### config.mk
export PLATFORM = sky130hd
export DESIGN_NAME = fetch_buffer
export DESIGN_NICKNAME = d
export VERILOG_FILES = /design/src/rtl/uarch_pkg.sv /design/src/rtl/fetch_buffer.sv
export SDC_FILE = /design/constraint.sdc
export NUM_CORES = 1
export LEC_CHECK = 0
export CAP_MARGIN = 5
export CORE_UTILIZATION = 40
export CTS_CLUSTER_DIAMETER = 80
export CTS_CLUSTER_SIZE = 8
export DETAILED_ROUTE_END_ITERATION = 16
export PLACE_DENSITY = 0.57
export SYNTH_ARGS = -nofsm -noshare
export SYNTH_HDL_FRONTEND = slang
export SYNTH_SLANG_ARGS = --single-unit
### constraint.sdc
create_clock -name clk -period 10.3 [get_ports clk]
set_clock_uncertainty 0.2 [all_clocks]
set_input_delay 2.06 -clock clk [delete_from_list [all_inputs] [get_ports clk]]
set_output_delay 2.06 -clock clk [all_outputs]
set_load 0.03 [all_outputs]
### src/rtl/uarch_pkg.sv
// Shared micro-architecture types and constants for the front end.
// Holds the fetch-buffer entry layout, default depth and the canonical NOP encoding.
package uarch_pkg;

  localparam int CPU_ADDR_BITS    = 32;
  localparam int CPU_INST_BITS    = 32;
  localparam int FB_DEPTH_DEFAULT = 8;

  // ADDI x0,x0,0
  localparam logic [CPU_INST_BITS-1:0] NOP_INST = 32'h00000013;

  typedef struct packed {
    logic [CPU_ADDR_BITS-1:0] pc;
    logic [CPU_INST_BITS-1:0] inst;
  } fb_entry_t;

endpackage

### src/rtl/fetch_buffer.sv
// Fetch buffer: 2-wide circular queue between fetch and decode, presenting instruction pairs.
// Optional macro FB_SINGLE_PAD_EN lets a lone instruction issue paired with a NOP.
module fetch_buffer
  import uarch_pkg::*;
#(
  parameter int FB_DEPTH = FB_DEPTH_DEFAULT
) (
  input  logic                     clk,
  input  logic                     rst,
  input  logic                     flush,
  input  logic                     fetch_val0,
  input  logic                     fetch_val1,
  input  logic [CPU_ADDR_BITS-1:0] fetch_pc0,
  input  logic [CPU_ADDR_BITS-1:0] fetch_pc1,
  input  logic [CPU_INST_BITS-1:0] fetch_inst0,
  input  logic [CPU_INST_BITS-1:0] fetch_inst1,
  output logic                     fetch_rdy,
  input  logic                     decode_rdy,
  output logic [CPU_ADDR_BITS-1:0] inst0_pc,
  output logic [CPU_ADDR_BITS-1:0] inst1_pc,
  output logic [CPU_INST_BITS-1:0] inst0,
  output logic [CPU_INST_BITS-1:0] inst1,
  output logic                     inst_val
);

  localparam int PTR_W = $clog2(FB_DEPTH);
  localparam int CNT_W = PTR_W + 1;
  localparam logic [CNT_W-1:0] DEPTH_CNT = CNT_W'(FB_DEPTH);

`ifdef FB_SINGLE_PAD_EN
  localparam logic PAD_EN = 1'b1;
`else
  localparam logic PAD_EN = 1'b0;
`endif

  logic [PTR_W-1:0] head_q, head_d, tail_q, tail_d;
  logic [PTR_W-1:0] head_nxt, tail_nxt;
  logic [CNT_W-1:0] count_q, count_d;
  fb_entry_t        mem_q [FB_DEPTH];
  fb_entry_t        ent0, ent1;
  logic             pad_case;
  logic             enq, deq;
  logic [1:0]       enq_n, deq_n;
  logic             wr0_en, wr1_en;

  always_comb begin
    head_nxt = head_q + PTR_W'(1);
    tail_nxt = tail_q + PTR_W'(1);
    ent0     = mem_q[head_q];
    ent1     = mem_q[head_nxt];
    pad_case = PAD_EN && (count_q == CNT_W'(1));

    // fetch_rdy looks only at the current count; a same-cycle dequeue is not credited
    fetch_rdy = rst && (count_q <= DEPTH_CNT - CNT_W'(2));
    inst_val  = rst && !flush && ((count_q >= CNT_W'(2)) || pad_case);

    inst0_pc = ent0.pc;
    inst0    = ent0.inst;
    if (pad_case) begin
      inst1_pc = ent0.pc + CPU_ADDR_BITS'(4);
      inst1    = NOP_INST;
    end else begin
      inst1_pc = ent1.pc;
      inst1    = ent1.inst;
    end

    enq   = fetch_val0 && fetch_rdy;
    deq   = inst_val && decode_rdy;
    enq_n = enq ? (fetch_val1 ? 2'd2 : 2'd1) : 2'd0;
    deq_n = deq ? (pad_case ? 2'd1 : 2'd2) : 2'd0;

    wr0_en = enq && !flush;
    wr1_en = wr0_en && fetch_val1;

    head_d  = head_q + PTR_W'(deq_n);
    tail_d  = tail_q + PTR_W'(enq_n);
    count_d = count_q + CNT_W'(enq_n) - CNT_W'(deq_n);

    // flush drops any enqueue/dequeue that coincides with it
    if (flush) begin
      head_d  = '0;
      tail_d  = '0;
      count_d = '0;
    end
  end

  always_ff @(posedge clk) begin
    if (!rst) begin
      head_q  <= '0;
      tail_q  <= '0;
      count_q <= '0;
    end else begin
      head_q  <= head_d;
      tail_q  <= tail_d;
      count_q <= count_d;
    end
  end

  // Entry storage is deliberately left unreset; validity is tracked by count_q alone.
  always_ff @(posedge clk) begin
    if (wr0_en) begin
      mem_q[tail_q] <= fb_entry_t'{pc: fetch_pc0, inst: fetch_inst0};
    end
    if (wr1_en) begin
      mem_q[tail_nxt] <= fb_entry_t'{pc: fetch_pc1, inst: fetch_inst1};
    end
  end

endmodule

==> flow_summary.json, run 1 <==
{
  "status": "finished, final reports clean",
  "r2r-start": "count_q[3]",
  "yosysSeqAreaShare": 0.604,
  "die_x_um": 256,
  "grt_pass1_wl_mm": 101,
  "hold_path_class": "flip-flop to flip-flop",
  "nets": 1756,
  "viasPerCell": 5.54,
  "cp-end-kind": "primary output",
  "cts_buffer_depth": 3,
  "grt_start_max_net_pins": 54,
  "max_clock_freq_mhz": 166,
  "drc": 0,
  "crit_family": "buffers and inverters",
  "r2r_slack_ns": 6.27,
  "drive_above_1_share": 0.467,
  "post-place-ws_ns": 4.23,
  "fp.dieH_um": 256,
  "syn_inst": 1327,
  "vdd_drop_max_uv": 108,
  "num_vias": 13700,
  "cts_tree": "done",
  "critical_path_class": "primary input to primary output",
  "startpoint": "flush",
  "wl_per_cell_um": 27.7,
  "synth.avg_cell_area_um2": 19.4,
  "ant_nets": 0,
  "clkSinkCount": 521,
  "grt_overflow": 0,
  "gr-usage-all-layers": 0.210,
  "multi_input_comb_area_mm2": 0.00976,
  "place.gp.congestion": 0.748,
  "yosysWarnings": 0,
  "syn_area_mm2": 0.0257,
  "placed_cells": 2381,
  "clkTransAtPathRegs_ns": 0.05,
  "synthTopCellsByArea": "edfxtp_1 60%, mux2_2 17%, mux4_2 11%",
  "critPathBufInv": 2,
  "fin_cells": 2478,
  "power_density_mw_per_mm2": 159,
  "ff_latch_area_mm2": 0.0156,
  "start_kind": "primary input",
  "antenna_found_initial": 10,
  "setup-tns-final_ns": 0,
  "maxCapViolCount": 0,
  "postCtsSetupRepairBufs": 0,
  "grt_pass1_vias": 14800,
  "syn2layout_area_growth_pct": 21.5,
  "drt_pass1_iterations": 5,
  "synth.most_common_cell": "edfxtp_1",
  "netlist.area_leader.share": 0.597,
  "cts_root_buffer": "clkbuf_16",
  "synth-main-ff-cell": "edfxtp_1",
  "fin_crit_sh": 0.587,
  "core_region_area_mm2": 0.0633,
  "leakage_nw": 10.3,
  "fill_cells": 5286,
  "num_rows": 92,
  "dp_hpwl_mm": 37.7,
  "syn-num-nets": 1471,
  "ys_ff_latch": 521,
  "io_pins": 264,
  "crit_end": "inst_val",
  "clk_latency_ns": 0.60,
  "async_flop_share": 0,
  "dieArea_mm2": 0.0654,
  "rsz0062_at_grt": "false",
  "routed_wl_mm": 68.6,
  "synth_top_cell_by_area": "edfxtp_1",
  "slowest_stage": "clkdlybuf4s50_1",
  "final_util": 0.494,
  "cts_max_level": 3,
  "synth_edf_count": 512,
  "critPathArrivalTime_ns": 3.78,
  "holdWs_ns": 0.406,
  "cts_resized": 0,
  "cts_hold_buf": 0,
  "drv_slew": 0,
  "cp_max_fo": 7,
  "r2r.worst_path.cells": 8,
  "critPathMostFrequentCell": "clkdlybuf4s50_1",
  "slowest_delay_ns": 0.71,
  "period_needed_ns": 6.04,
  "cp.depth": 4,
  "finalHoldViolations": 0,
  "layout_setup_ws_ns": 4.26,
  "numPortBuffers": 263,
  "numCtsBuffers": 75,
  "required_ns": 8.04,
  "cp_cell_sequence": "clkdlybuf4s50_1, nand2b_1, a21oi_1, clkdlybuf4s50_1",
  "setup_violations": 0,
  "synth.distinct_cells": 33,
  "drt_iter0_markers": 984,
  "initial_core_util": 0.407,
  "worstMarginPinSlew_ns": 1.15,
  "ys_top_cells_by_count": "512 x edfxtp_1, 389 x mux2_2, 128 x mux4_2",
  "r2r-end": "mem_q[0][20]",
  "relSlewSlack": 0.232
}
## cells by family after synthesis
kind of cell	Yosys count	share of synthesized area
mux	640	0.354
flops	521	0.604
fa+ha+maj	10	0.00544
simple gates	50	0.0118
buf+inv	88	0.0203
xor+xnor	6	0.00204
compound gates	12	0.00258
## sequential cells by signal (all words and copies together) (netlist names)
| name | count |
|---|---|
| mem_q | 512 |
| tail_q | 3 |
| count_q | 4 |
| head_q | 2 |
## worst min-delay path by stage
stage	end	slack (ns)	cells after the start	start
global route	count_q[0]	0.42	2	count_q[0]
global placement	count_q[0]	0.37	2	count_q[0]
detailed placement	count_q[0]	0.39	2	count_q[0]
finish	count_q[0]	0.41	2	count_q[0]
CTS	count_q[0]	0.40	2	count_q[0]
floorplan	count_q[0]	0.34	2	count_q[0]
## worst reg2reg max path, stage by stage (launching register included)
cell,delay [ns]
dfxtp_1,0.36
inv_1,0.08
ha_1,0.21
and3_1,0.20
a211o_1,0.28
buf_4,0.27
nor2_4,0.89
buf_4,0.80
mux2_2,0.48
## routing by layer
metal  share of wire  global-route usage  up-vias
li1                -                   -     6005
met3           0.050              0.0450      119
met5          0.0018                   0        -
met4           0.021              0.0607       18
met2            0.48               0.336      323
met1            0.45               0.289     7265
## layout make-up
| type | count | share of cell area |
|---|---|---|
| Sequential cell | 521 | 0.497 |
| Multi-Input combinational cell | 718 | 0.312 |
| Timing Repair Buffer | 289 | 0.0904 |
| Clock buffer | 93 | 0.0649 |
| Tap cell | 846 | 0.0338 |
| Inverter | 7 | 0.000840 |
| Clock inverter | 2 | 0.000560 |
| Antenna cell | 2 | 0.000160 |
## report_power, final
group	internal, W	switching [W]
Clock	0.00136	0.000872
Sequential	0.00236	0.00000684
Combinational	0.000198	0.000178
## per-stage QoR
step / total power (W) / instance area, µm²
after floorplan: 0.00261 / 25700
after global placement: 0.00277 / 29200
after detailed placement: 0.00278 / 29200
after CTS: 0.00503 / 31300
after global routing: 0.00512 / 31300
final: 0.00497 / 31300
## layout by cell type (no fill, tap or decap), drive strengths merged, types with 4 or more instances in the layout
| cell type | n |
|---|---|
| a21oi | 10 |
| and2 | 5 |
| buf | 26 |
| clkbuf | 93 |
| clkdlybuf4s50 | 263 |
| dfxtp | 9 |
| edfxtp | 512 |
| ha | 8 |
| inv | 8 |
| mux2 | 512 |
| mux4 | 128 |
| nand2 | 12 |
| nor2 | 15 |
| xnor2 | 4 |
Note: power is estimated with default switching activity, not from simulation.
==> run 2, diff against run 1 <==
==> constraint.sdc (replaced) <==
create_clock -name clk -period 6 [get_ports clk]
set_clock_uncertainty 0.2 [all_clocks]
set_input_delay 1.2 -clock clk [delete_from_list [all_inputs] [get_ports clk]]
set_output_delay 1.2 -clock clk [all_outputs]
set_load 0.03 [all_outputs]
==> run 2 against run 1 <==
Sequential power increased by 72%. Die area unchanged. Clock power increased by 74%. Final area increased by 0.79%. Routed wire length fell by 2.0%. Setup slack got worse by 2.8 ns. Flip-flop and latch count is the same. Register-to-register slack got worse by 3.7 ns. Core utilization increased by 0.39 points. Highest routed layer unchanged.
==> flow_summary.json, run 2 (synthesized netlist as in run 1, its figures left out) <==
{
  "initial_core_util": 0.407,
  "cp_max_fo": 34,
  "r2r_slack_ns": 2.54,
  "fp.dieH_um": 256,
  "drt_iter0_markers": 984,
  "layout_commonest_cell": "edfxtp_1",
  "critPathArrivalTime_ns": 3.15,
  "switching_share": 0.212,
  "cts_max_level": 3,
  "r2r.worst_path.cells": 7,
  "vdd_drop_max_uv": 196,
  "gr-usage-all-layers": 0.207,
  "place.gp.congestion": 0.757,
  "pwr-share-comb": 0.076,
  "p_int_w": 0.00677,
  "antenna_found_initial": 8,
  "cts_buffer_depth": 3,
  "relSlewSlack": 0.401,
  "core_region_area_mm2": 0.0633,
  "cts_resized": 0,
  "switching_power_w": 0.00182,
  "cp-end-kind": "primary output",
  "grt_pass1_vias": 15000,
  "critical_path_class": "flip-flop to primary output",
  "r2r-start": "count_q[3]",
  "holdWs_ns": 0.384,
  "grt_pass1_wl_mm": 99.9,
  "wl_met3_mm": 3.79,
  "layout_common_cells": "512 x edfxtp_1, 389 x mux2_2, 263 x clkdlybuf4s50_1",
  "drt_pass1_iterations": 5,
  "cts_root_buffer": "clkbuf_16",
  "placed_cells": 2390,
  "drc": 0,
  "max_clock_freq_mhz": 220,
  "worstMarginPinSlew_ns": 0.898,
  "ant_nets": 0,
  "rsz0062_at_grt": "false",
  "required_ns": 4.60,
  "power_density_mw_per_mm2": 272,
  "cts_tree": "done",
  "grt_start_max_net_pins": 65,
  "period_needed_ns": 4.55,
  "clkSinkCount": 521,
  "power_w": 0.00858,
  "hold_path_end": "count_q[0]",
  "status": "finished, final reports clean",
  "holdPathStages": 2,
  "num_rows": 92,
  "syn2layout_area_growth_pct": 22.5,
  "wl_met2_mm": 32.4,
  "start_kind": "flip-flop",
  "seqPwrFrac": 0.473,
  "setup-tns-final_ns": 0,
  "viasPerCell": 5.53,
  "die_x_um": 256,
  "io_pins": 264,
  "multi_input_comb_area_mm2": 0.00976,
  "top_register": "mem_q",
  "clkTransAtPathRegs_ns": 0.05,
  "postCtsSetupRepairBufs": 0,
  "fin_cells": 2488,
  "fill_cells": 5258,
  "routed_wl_mm": 67.2,
  "ff_latch_area_mm2": 0.0156,
  "cts_hold_buf": 0,
  "leakage_nw": 10.4,
  "routed.top_layer": "met5",
  "drv_slew": 0,
  "nets": 1765,
  "largest_register_ffs": 512,
  "final_util": 0.498,
  "drive_above_1_share": 0.470,
  "fin_crit_sh": 0.758,
  "finalHoldViolations": 0,
  "wl_per_cell_um": 27.0,
  "numPortBuffers": 263,
  "grt_overflow": 0,
  "dieArea_mm2": 0.0654,
  "num_vias": 13700,
  "setup_violations": 0,
  "largestRegisters": "mem_q x512, count_q x4, tail_q x3",
  "numCtsBuffers": 75,
  "hold_path_class": "flip-flop to flip-flop",
  "dp_hpwl_mm": 37.9,
  "clk_latency_ns": 0.59,
  "power_frac_clock": 0.452,
  "holdCritStartpoint": "count_q[0]",
  "drt-met1-wl_mm": 29.8,
  "maxCapViolCount": 0,
  "r2r-end": "mem_q[5][25]"
}
[run 2: changes by cell type in the layout (fill, tap and decap cells not counted), sizes merged]
| cell | previous run | this run |
|---|---|---|
| clkbuf | 93 | 95 |
| buf | 26 | 35 |
| inv | 8 | 7 |
| diode | 2 | 1 |
| clkinvlp | 0 | 1 |
[run 2: area by class of cell]
type | instances | share of cell area
sequential | 521 | 0.494
tap | 846 | 0.0336
antenna | 1 | 0.0000794
multi-input combinational | 718 | 0.309
clock buffer | 95 | 0.0660
timing repair buffer | 298 | 0.0962
inverter | 7 | 0.000833
clock inverter | 2 | 0.000357
[run 2: power by group through the flow]
| stage | clock [W] | combinational [W] | sequential, W |
|---|---|---|---|
| final | 0.00388 | 0.000650 | 0.00406 |
| after global routing | 0.00409 | 0.000696 | 0.00405 |
| after CTS | 0.00397 | 0.000655 | 0.00406 |
| after detailed placement | 0 | 0.000651 | 0.00413 |
| after global placement | 0 | 0.000641 | 0.00412 |
| after floorplan | 0 | 0.000354 | 0.00412 |
[run 2: how the worst max path moves through the flow]
| stage | start | end | slack [ns] | cells after the start |
|---|---|---|---|---|
| 6_report | head_q[1] | inst0_pc[7] | 1.45 | 3 |
| 5_1_grt | head_q[1] | inst0_pc[7] | 1.25 | 3 |
| 4_1_cts | head_q[1] | inst0_pc[7] | 1.31 | 3 |
| 3_5_place_dp | flush | mem_q[7][15] | 1.59 | 6 |
| 3_3_place_gp | rst | mem_q[2][36] | 1.63 | 6 |
| 2_1_floorplan | fetch_val0 | mem_q[0][0] | 0.35 | 5 |
[run 2: routing by layer]
metal | track usage | vias up
li1 | - | 6018
met1 | 0.285 | 7255
met2 | 0.335 | 371
met3 | 0.0424 | 91
met4 | 0.0552 | 12
met5 | 0 | -
[run 2: worst max-delay path, cell delays in order, from the launching register on]
cell	delay, ns
dfxtp_4	0.85
buf_4	0.44
mux4_2	0.59
clkdlybuf4s50_1	0.63
[run 2: stage by stage]
| step | area (µm²) | worst slack [ns] |
|---|---|---|
| 2_1_floorplan | 25700 | 0.345 |
| 3_3_place_gp | 29400 | 1.63 |
| 3_5_place_dp | 29400 | 1.59 |
| 4_1_cts | 31500 | 1.31 |
| 5_1_grt | 31500 | 1.25 |
| 6_report | 31500 | 1.45 |
